`src/rtl/rv_pkg.sv`:
```
// Shared encodings for the RISC-V integer ALU pipeline: opcodes, funct fields
// and the internal ALU operation set.
package rv_pkg;

  localparam logic [6:0] OPC_OP     = 7'b0110011;
  localparam logic [6:0] OPC_OP_IMM = 7'b0010011;

  localparam logic [2:0] F3_ADD  = 3'b000;
  localparam logic [2:0] F3_SLL  = 3'b001;
  localparam logic [2:0] F3_SLT  = 3'b010;
  localparam logic [2:0] F3_SLTU = 3'b011;
  localparam logic [2:0] F3_XOR  = 3'b100;
  localparam logic [2:0] F3_SR   = 3'b101;
  localparam logic [2:0] F3_OR   = 3'b110;
  localparam logic [2:0] F3_AND  = 3'b111;

  // funct7 value (bit 5 set) that turns ADD into SUB and SRL into SRA
  localparam logic [6:0] F7_BASE = 7'b0000000;
  localparam logic [6:0] F7_ALT  = 7'b0100000;
  localparam int         F7_ALT_BIT = 5;

  typedef enum logic [3:0] {
    ALU_ADD, ALU_SUB, ALU_SLL, ALU_SLT, ALU_SLTU,
    ALU_XOR, ALU_SRL, ALU_SRA, ALU_OR, ALU_AND
  } alu_op_e;

  function automatic alu_op_e base_op(input logic [2:0] f3);
    case (f3)
      F3_ADD:  return ALU_ADD;
      F3_SLL:  return ALU_SLL;
      F3_SLT:  return ALU_SLT;
      F3_SLTU: return ALU_SLTU;
      F3_XOR:  return ALU_XOR;
      F3_SR:   return ALU_SRL;
      F3_OR:   return ALU_OR;
      default: return ALU_AND;
    endcase
  endfunction

endpackage

```
`src/rtl/rv_alu.sv`:
```
// Combinational integer ALU; shifts use only the low log2(XLEN) bits of b.
module rv_alu
  import rv_pkg::*;
#(
  parameter int XLEN = 32
) (
  input  alu_op_e           alu_op,
  input  logic [XLEN-1:0]   a,
  input  logic [XLEN-1:0]   b,
  output logic [XLEN-1:0]   y
);

  localparam int SW = $clog2(XLEN);

  logic [SW-1:0] shamt;
  assign shamt = b[SW-1:0];

  always_comb begin
    y = '0;
    case (alu_op)
      ALU_ADD:  y = a + b;
      ALU_SUB:  y = a - b;
      ALU_SLL:  y = a << shamt;
      ALU_SLT:  y = {{(XLEN-1){1'b0}}, ($signed(a) < $signed(b))};
      ALU_SLTU: y = {{(XLEN-1){1'b0}}, (a < b)};
      ALU_XOR:  y = a ^ b;
      ALU_SRL:  y = a >> shamt;
      ALU_SRA:  y = $signed(a) >>> shamt;
      ALU_OR:   y = a | b;
      ALU_AND:  y = a & b;
      default:  y = '0;
    endcase
  end

endmodule

```
`src/rtl/rv_alu_pipe.sv`:
```
// Two-stage OP/OP-IMM decode/execute pipeline with internal register file,
// forwarding from stage D and a backpressured result register.
module rv_alu_pipe
  import rv_pkg::*;
#(
  parameter int XLEN = 32,
  parameter int NREG = 32
) (
  input  logic            clk,
  input  logic            rst_n,
  input  logic            in_valid,
  output logic            in_ready,
  input  logic [31:0]     instr,
  output logic            out_valid,
  input  logic            out_ready,
  output logic [4:0]      out_rd,
  output logic [XLEN-1:0] out_result,
  output logic            out_illegal
);

  localparam int IW = $clog2(NREG);
  localparam bit WIDE = (XLEN == 64);

  logic [XLEN-1:0] regs [NREG];

  logic            d_valid, d_illegal;
  alu_op_e         d_op;
  logic [XLEN-1:0] d_a, d_b;
  logic [4:0]      d_rd;

  logic [XLEN-1:0] alu_y;
  logic            stall;

  logic [6:0]      opcode, f7;
  logic [4:0]      rd, rs1, rs2;
  logic [2:0]      f3;
  logic [XLEN-1:0] imm;

  assign opcode = instr[6:0];
  assign rd     = instr[11:7];
  assign f3     = instr[14:12];
  assign rs1    = instr[19:15];
  assign rs2    = instr[24:20];
  assign f7     = instr[31:25];
  assign imm    = {{(XLEN-12){instr[31]}}, instr[31:20]};

  assign stall    = out_valid && !out_ready;
  assign in_ready = !stall;

  logic    dec_ok, use_imm, legal, shamt_ok;
  alu_op_e dec_op;

  // A shift immediate wider than 31 only exists on the 64-bit datapath.
  assign shamt_ok = WIDE || !instr[25];

  always_comb begin
    dec_ok  = 1'b0;
    dec_op  = ALU_ADD;
    use_imm = 1'b0;
    case (opcode)
      OPC_OP: begin
        if (f7 == F7_BASE) begin
          dec_ok = 1'b1;
          dec_op = base_op(f3);
        end else if (f7 == F7_ALT && (f3 == F3_ADD || f3 == F3_SR)) begin
          dec_ok = 1'b1;
          dec_op = (f3 == F3_ADD) ? ALU_SUB : ALU_SRA;
        end
      end
      OPC_OP_IMM: begin
        use_imm = 1'b1;
        case (f3)
          F3_SLL: begin
            dec_ok = (f7[6:1] == 6'b000000) && shamt_ok;
            dec_op = ALU_SLL;
          end
          F3_SR: begin
            dec_ok = (f7[6:1] == 6'b000000 || f7[6:1] == 6'b010000) && shamt_ok;
            dec_op = f7[F7_ALT_BIT] ? ALU_SRA : ALU_SRL;
          end
          default: begin
            dec_ok = 1'b1;
            dec_op = base_op(f3);
          end
        endcase
      end
      default: dec_ok = 1'b0;
    endcase
  end

  assign legal = dec_ok && (int'(rd) < NREG) && (int'(rs1) < NREG)
                 && (use_imm || (int'(rs2) < NREG));

  logic [XLEN-1:0] a_val, b_val;
  logic            fwd_a, fwd_b;

  // The legal instr in stage D writes back on this same edge, so its ALU
  // value replaces the stale register file copy.
  assign fwd_a = d_valid && !d_illegal && (d_rd != 5'd0) && (d_rd == rs1);
  assign fwd_b = d_valid && !d_illegal && (d_rd != 5'd0) && (d_rd == rs2);

  always_comb begin
    a_val = '0;
    b_val = '0;
    if (rs1 != 5'd0 && int'(rs1) < NREG) a_val = regs[rs1[IW-1:0]];
    if (rs2 != 5'd0 && int'(rs2) < NREG) b_val = regs[rs2[IW-1:0]];
    if (fwd_a) a_val = alu_y;
    if (fwd_b) b_val = alu_y;
  end

  rv_alu #(.XLEN(XLEN)) u_alu (
    .alu_op (d_op),
    .a      (d_a),
    .b      (d_b),
    .y      (alu_y)
  );

  // Stage D, output register and writeback all move together unless stalled.
  always_ff @(posedge clk or negedge rst_n) begin
    if (!rst_n) begin
      d_valid     <= 1'b0;
      d_illegal   <= 1'b0;
      d_op        <= ALU_ADD;
      d_a         <= '0;
      d_b         <= '0;
      d_rd        <= '0;
      out_valid   <= 1'b0;
      out_rd      <= '0;
      out_result  <= '0;
      out_illegal <= 1'b0;
      for (int i = 0; i < NREG; i++) regs[i] <= '0;
    end else if (!stall) begin
      d_valid <= in_valid;
      if (in_valid) begin
        d_illegal <= !legal;
        d_op      <= dec_op;
        d_a       <= a_val;
        d_b       <= use_imm ? imm : b_val;
        d_rd      <= legal ? rd : 5'd0;
      end
      out_valid <= d_valid;
      if (d_valid) begin
        out_rd      <= d_rd;
        out_result  <= d_illegal ? '0 : alu_y;
        out_illegal <= d_illegal;
        if (!d_illegal && d_rd != 5'd0) regs[d_rd[IW-1:0]] <= alu_y;
      end
    end
  end

endmodule

```
`config.mk`:
```
export PLATFORM = sky130hd
export DESIGN_NAME = rv_alu_pipe
export DESIGN_NICKNAME = d
export VERILOG_FILES = /design/src/rtl/rv_pkg.sv /design/src/rtl/rv_alu.sv /design/src/rtl/rv_alu_pipe.sv
export SDC_FILE = /design/constraint.sdc
export NUM_CORES = 2
export LEC_CHECK = 0
export CORE_ASPECT_RATIO = 1.5
export CORE_MARGIN = 4
export CORE_UTILIZATION = 29
export CTS_CLUSTER_DIAMETER = 50
export DETAILED_ROUTE_END_ITERATION = 8
export PLACE_DENSITY = 0.45
export SLEW_MARGIN = 30
export SYNTH_ARGS = -nofsm -noshare
export SYNTH_HDL_FRONTEND = slang
export SYNTH_SLANG_ARGS = --single-unit
```
`constraint.sdc`:
```
create_clock -name clk -period 4 [get_ports clk]
set_input_delay 0.8 -clock clk [delete_from_list [all_inputs] [get_ports clk]]
set_output_delay 0.8 -clock clk [all_outputs]
set_load 0.02 [all_outputs]
```
==> results.yml <==
run_status:
  outcome: "finished clean"
layout:
  syn_to_final_growth_pct: 18.9
  final_nets: 7054
  final_cell_mix: "dfrtp_1, nand2_1, o21ai_0, nor2_1, a21oi_1"
  fin_area_um2: 79100
  drive_above_1_share_pct: 20.1
  final_common_cell: "dfrtp_1"
logic_synthesis:
  async_flop_share_pct: 100
  ys_types: 96
  syn_nets: 6951
  synth_area_per_cell_um2: 9.76
  synth-edff-count: 0
  yosysWarnings: 0
  synth_area_um2: 66500
  syn_inst: 6816
  synthFlopType: "dfrtp_1"
  yosysSeqAreaShare_pct: 42.8
  ys_ff_latch: 1138
clock_tree:
  clk_pin_slew_ns: 0.06
  root_buffer: "clkbuf_16"
  cts_buffers: 117
  cts_max_level: 3
  cts.sinks: 1138
  cts_tree: "yes"
  worstSkewPairLatency_ns: 0.77
  ctsLongestPathBuffers: 3
route:
  vias_per_cell: 5.63
  drt_iter0_markers: 4556
  wl_per_cell_um: 30.8
  num_vias: 56700
  first_pass_iters: 6
  postRouteAntennaNets: 0
  wl_um: 311000
  drc: 0
pwr:
  p_leak_nw: 34.1
  p_sw_share_pct: 36.1
  switching_power_mw: 12.3
  p_comb_share_pct: 30.8
  clock_power_share_pct: 34.7
  ir_worst_vdd_mv: 0.369
  seq_power_share_pct: 34.6
  p_int_mw: 21.7
  power_density_nw_per_um2: 430
floorplanning:
  io_pins: 76
  dieArea_um2: 237000
  dieWidth_um: 399
  coreArea_um2: 228000
  initial_utilization_pct: 29.1
  fp.dieH_um: 595
  fp-row-count: 215
critical_path:
  r2r_end: "regs[894]$_DFFE_PN0P_"
  crit_required_ns: 4.60
  critPathLaunchType: "flop"
  crit_fanout: 10
  critPathCaptureType: "flop"
  rrSetupSlack_ns: 0.03
  critPathKind: "flop to flop"
  r2r_start: "d_b[0]$_DFFE_PN0P_"
  rr_worst_depth: 17
  crit_arrival_ns: 4.57
worst_hold_path:
  min_from: "regs[996]$_DFFE_PN0P_"
  holdPathStages: 0
  min_delay_worst_endpoint: "regs[996]$_DFFE_PN0P_"
  hold_class: "flop to flop"
sta:
  fin_crit_ns: 3.97
  fin_skew_ns: 0.0598
  final_max_slew_viol_count: 0
  tightest_slew_ns: 0.974
  rsz0062_at_grt: "yes"
  tns_ns: 0
  finalCritPeriodShare_pct: 99.3
  finalHoldViolCount: 0
  relSlewSlack_pct: 34.8
  fmax_ghz: 0.252
  setup_violations: 0
global_routing:
  grtUsageMet3_pct: 3.03
  overflow: 0
  grtUsageMet1_pct: 29.6
  grt_usage_pct: 25.7
  grt_max_degree: 116
  grt_busiest_layer: "met2"
  first_global_vias: 57500
  antenna_found_initial: 15
  grt_pass1_wl_um: 442000
  grtUsageMet2_pct: 45.3
placed_design:
  gp_congestion: 0.981
  dpl_cell_area_um2: 74700
  dpl.hpwl_um: 214000
  portBuffers: 75
flow_run:
  drv_cap: 0
-- worst max path at each step --
| stage | start | to | slack, ns | cells past startpoint |
|---|---|---|---|---|
| detailed placement | d_a[0]$_DFFE_PN0P_ | d_b[0]$_DFFE_PN0P_ | -0.21 | 17 |
| global route | d_b[0]$_DFFE_PN0P_ | d_a[30]$_DFFE_PN0P_ | -0.04 | 17 |
| floorplan | d_b[1]$_DFFE_PN0P_ | regs[283]$_DFFE_PN0P_ | 0.04 | 17 |
| global placement | d_a[0]$_DFFE_PN0P_ | d_b[0]$_DFFE_PN0P_ | -0.32 | 17 |
| CTS | d_a[0]$_DFFE_PN0P_ | regs[156]$_DFFE_PN0P_ | 0.02 | 19 |
| finish | d_b[0]$_DFFE_PN0P_ | regs[894]$_DFFE_PN0P_ | 0.03 | 17 |
-- critical path, cell delays in order (launching register included) --
cell and delay (ns):
dfrtp_4 0.51, ha_2 0.19, inv_1 0.07, fa_2 0.20, nor2b_4 0.15, o211ai_1 0.15, a211oi_2 0.45, o211ai_1 0.29
buf_4 0.23, a21oi_4 0.17, nor2_2 0.06, buf_4 0.14, a211o_1 0.26, mux2_2 0.28, a22oi_2 0.17, buf_12 0.19
buf_16 0.17, o21ai_0 0.12
-- layer usage --
metal	routed length, um	share of wire (%)	vias to the layer above
li1	-	-	25000
met1	115000	37	29000
met2	157000	50	1956
met3	14700	4.7	739
met4	24000	7.7	2
met5	13	0.0042	-
-- cell families (layout without fill, tap and decap cells) --
| group | Yosys count | after routing | synth area share [%] |
|---|---|---|---|
| flops | 1138 | 1138 | 42.8 |
| buf+inv | 789 | 992 | 4.74 |
| mux | 861 | 861 | 20.5 |
| other cells | 0 | 12 | 0 |
| simple gates | 1759 | 1759 | 10.8 |
| xor+xnor | 20 | 20 | 0.263 |
| compound gates | 2150 | 2150 | 19.1 |
| fa+ha+maj | 99 | 99 | 1.88 |
-- sequential cells by signal (all words and copies together) (netlist names) --
name,cells
d_a,32
d_b,32
d_illegal,1
d_op,4
d_rd,5
d_valid,1
out_illegal,1
out_rd,5
out_result,32
out_valid,1
regs,1024
-- layout make-up --
cell class / instances / area (um2)
Antenna cell: 12 / 30.0
Clock buffer: 169 / 3390
Clock inverter: 50 / 649
Fill cell: 23100 / 149000
Inverter: 107 / 404
Multi-Input combinational cell: 4889 / 35400
Sequential cell: 1138 / 28500
Tap cell: 3038 / 3800
Timing Repair Buffer: 666 / 6900
-- cells in the mapped netlist, types with 18 or more instances --
cell	n	area (um2)
a21oi_1	607	3040
buf_1	35	131
mux4_2	388	8740
o21ai_1	95	475
o21ai_0	861	4310
inv_1	100	375
nand2_1	876	3290
a31oi_1	30	188
mux2i_1	371	3710
dfrtp_1	1138	28500
mux2_2	98	1100
nand3_1	76	380
o221ai_1	35	307
o22ai_1	26	163
a22oi_1	103	773
nor2_1	645	2420
buf_2	113	566
a211oi_1	33	248
clkbuf_1	525	1970
a221oi_1	109	955
nor3_1	30	150
nand2b_1	18	113
o211ai_1	52	390
ha_1	97	1210
-- power groups by stage --
stage / registers (mW) / clock network (mW) / logic [mW]
3_3_place_gp: 12.0 / 0 / 10.0
4_1_cts: 11.8 / 12.0 / 10.2
5_1_grt: 11.8 / 12.5 / 11.0
3_5_place_dp: 12.0 / 0 / 9.99
6_report: 11.8 / 11.8 / 10.5
2_1_floorplan: 12.0 / 0 / 4.84
-- metrics by stage --
stage / setup slack (ns) / std cells / hold WS, ns / power, mW / utilization, %
2_1_floorplan: 0.0360 / 6816 / 0.441 / 16.8 / -
3_3_place_gp: -0.321 / 9827 / 0.379 / 22.0 / 32.7
3_5_place_dp: -0.205 / 9827 / 0.388 / 22.0 / 32.7
4_1_cts: 0.0157 / 10100 / 0.403 / 34.0 / 34.5
5_1_grt: -0.0379 / 10100 / 0.409 / 35.2 / 34.6
6_report: 0.0288 / 10100 / 0.397 / 34.0 / 34.6
-- what timing repair did --
action | in CTS | in global routing
hold buffers | 1 | 0
pin swaps | 7 | 4
setup buffers | 5 | 2
resized for setup | 11 | 21
endpoints found under the setup margin | 149 | 186
cloned | 1 | 2
endpoints found under the hold margin | 3 | 0
(Power assumes the default switching activity.)
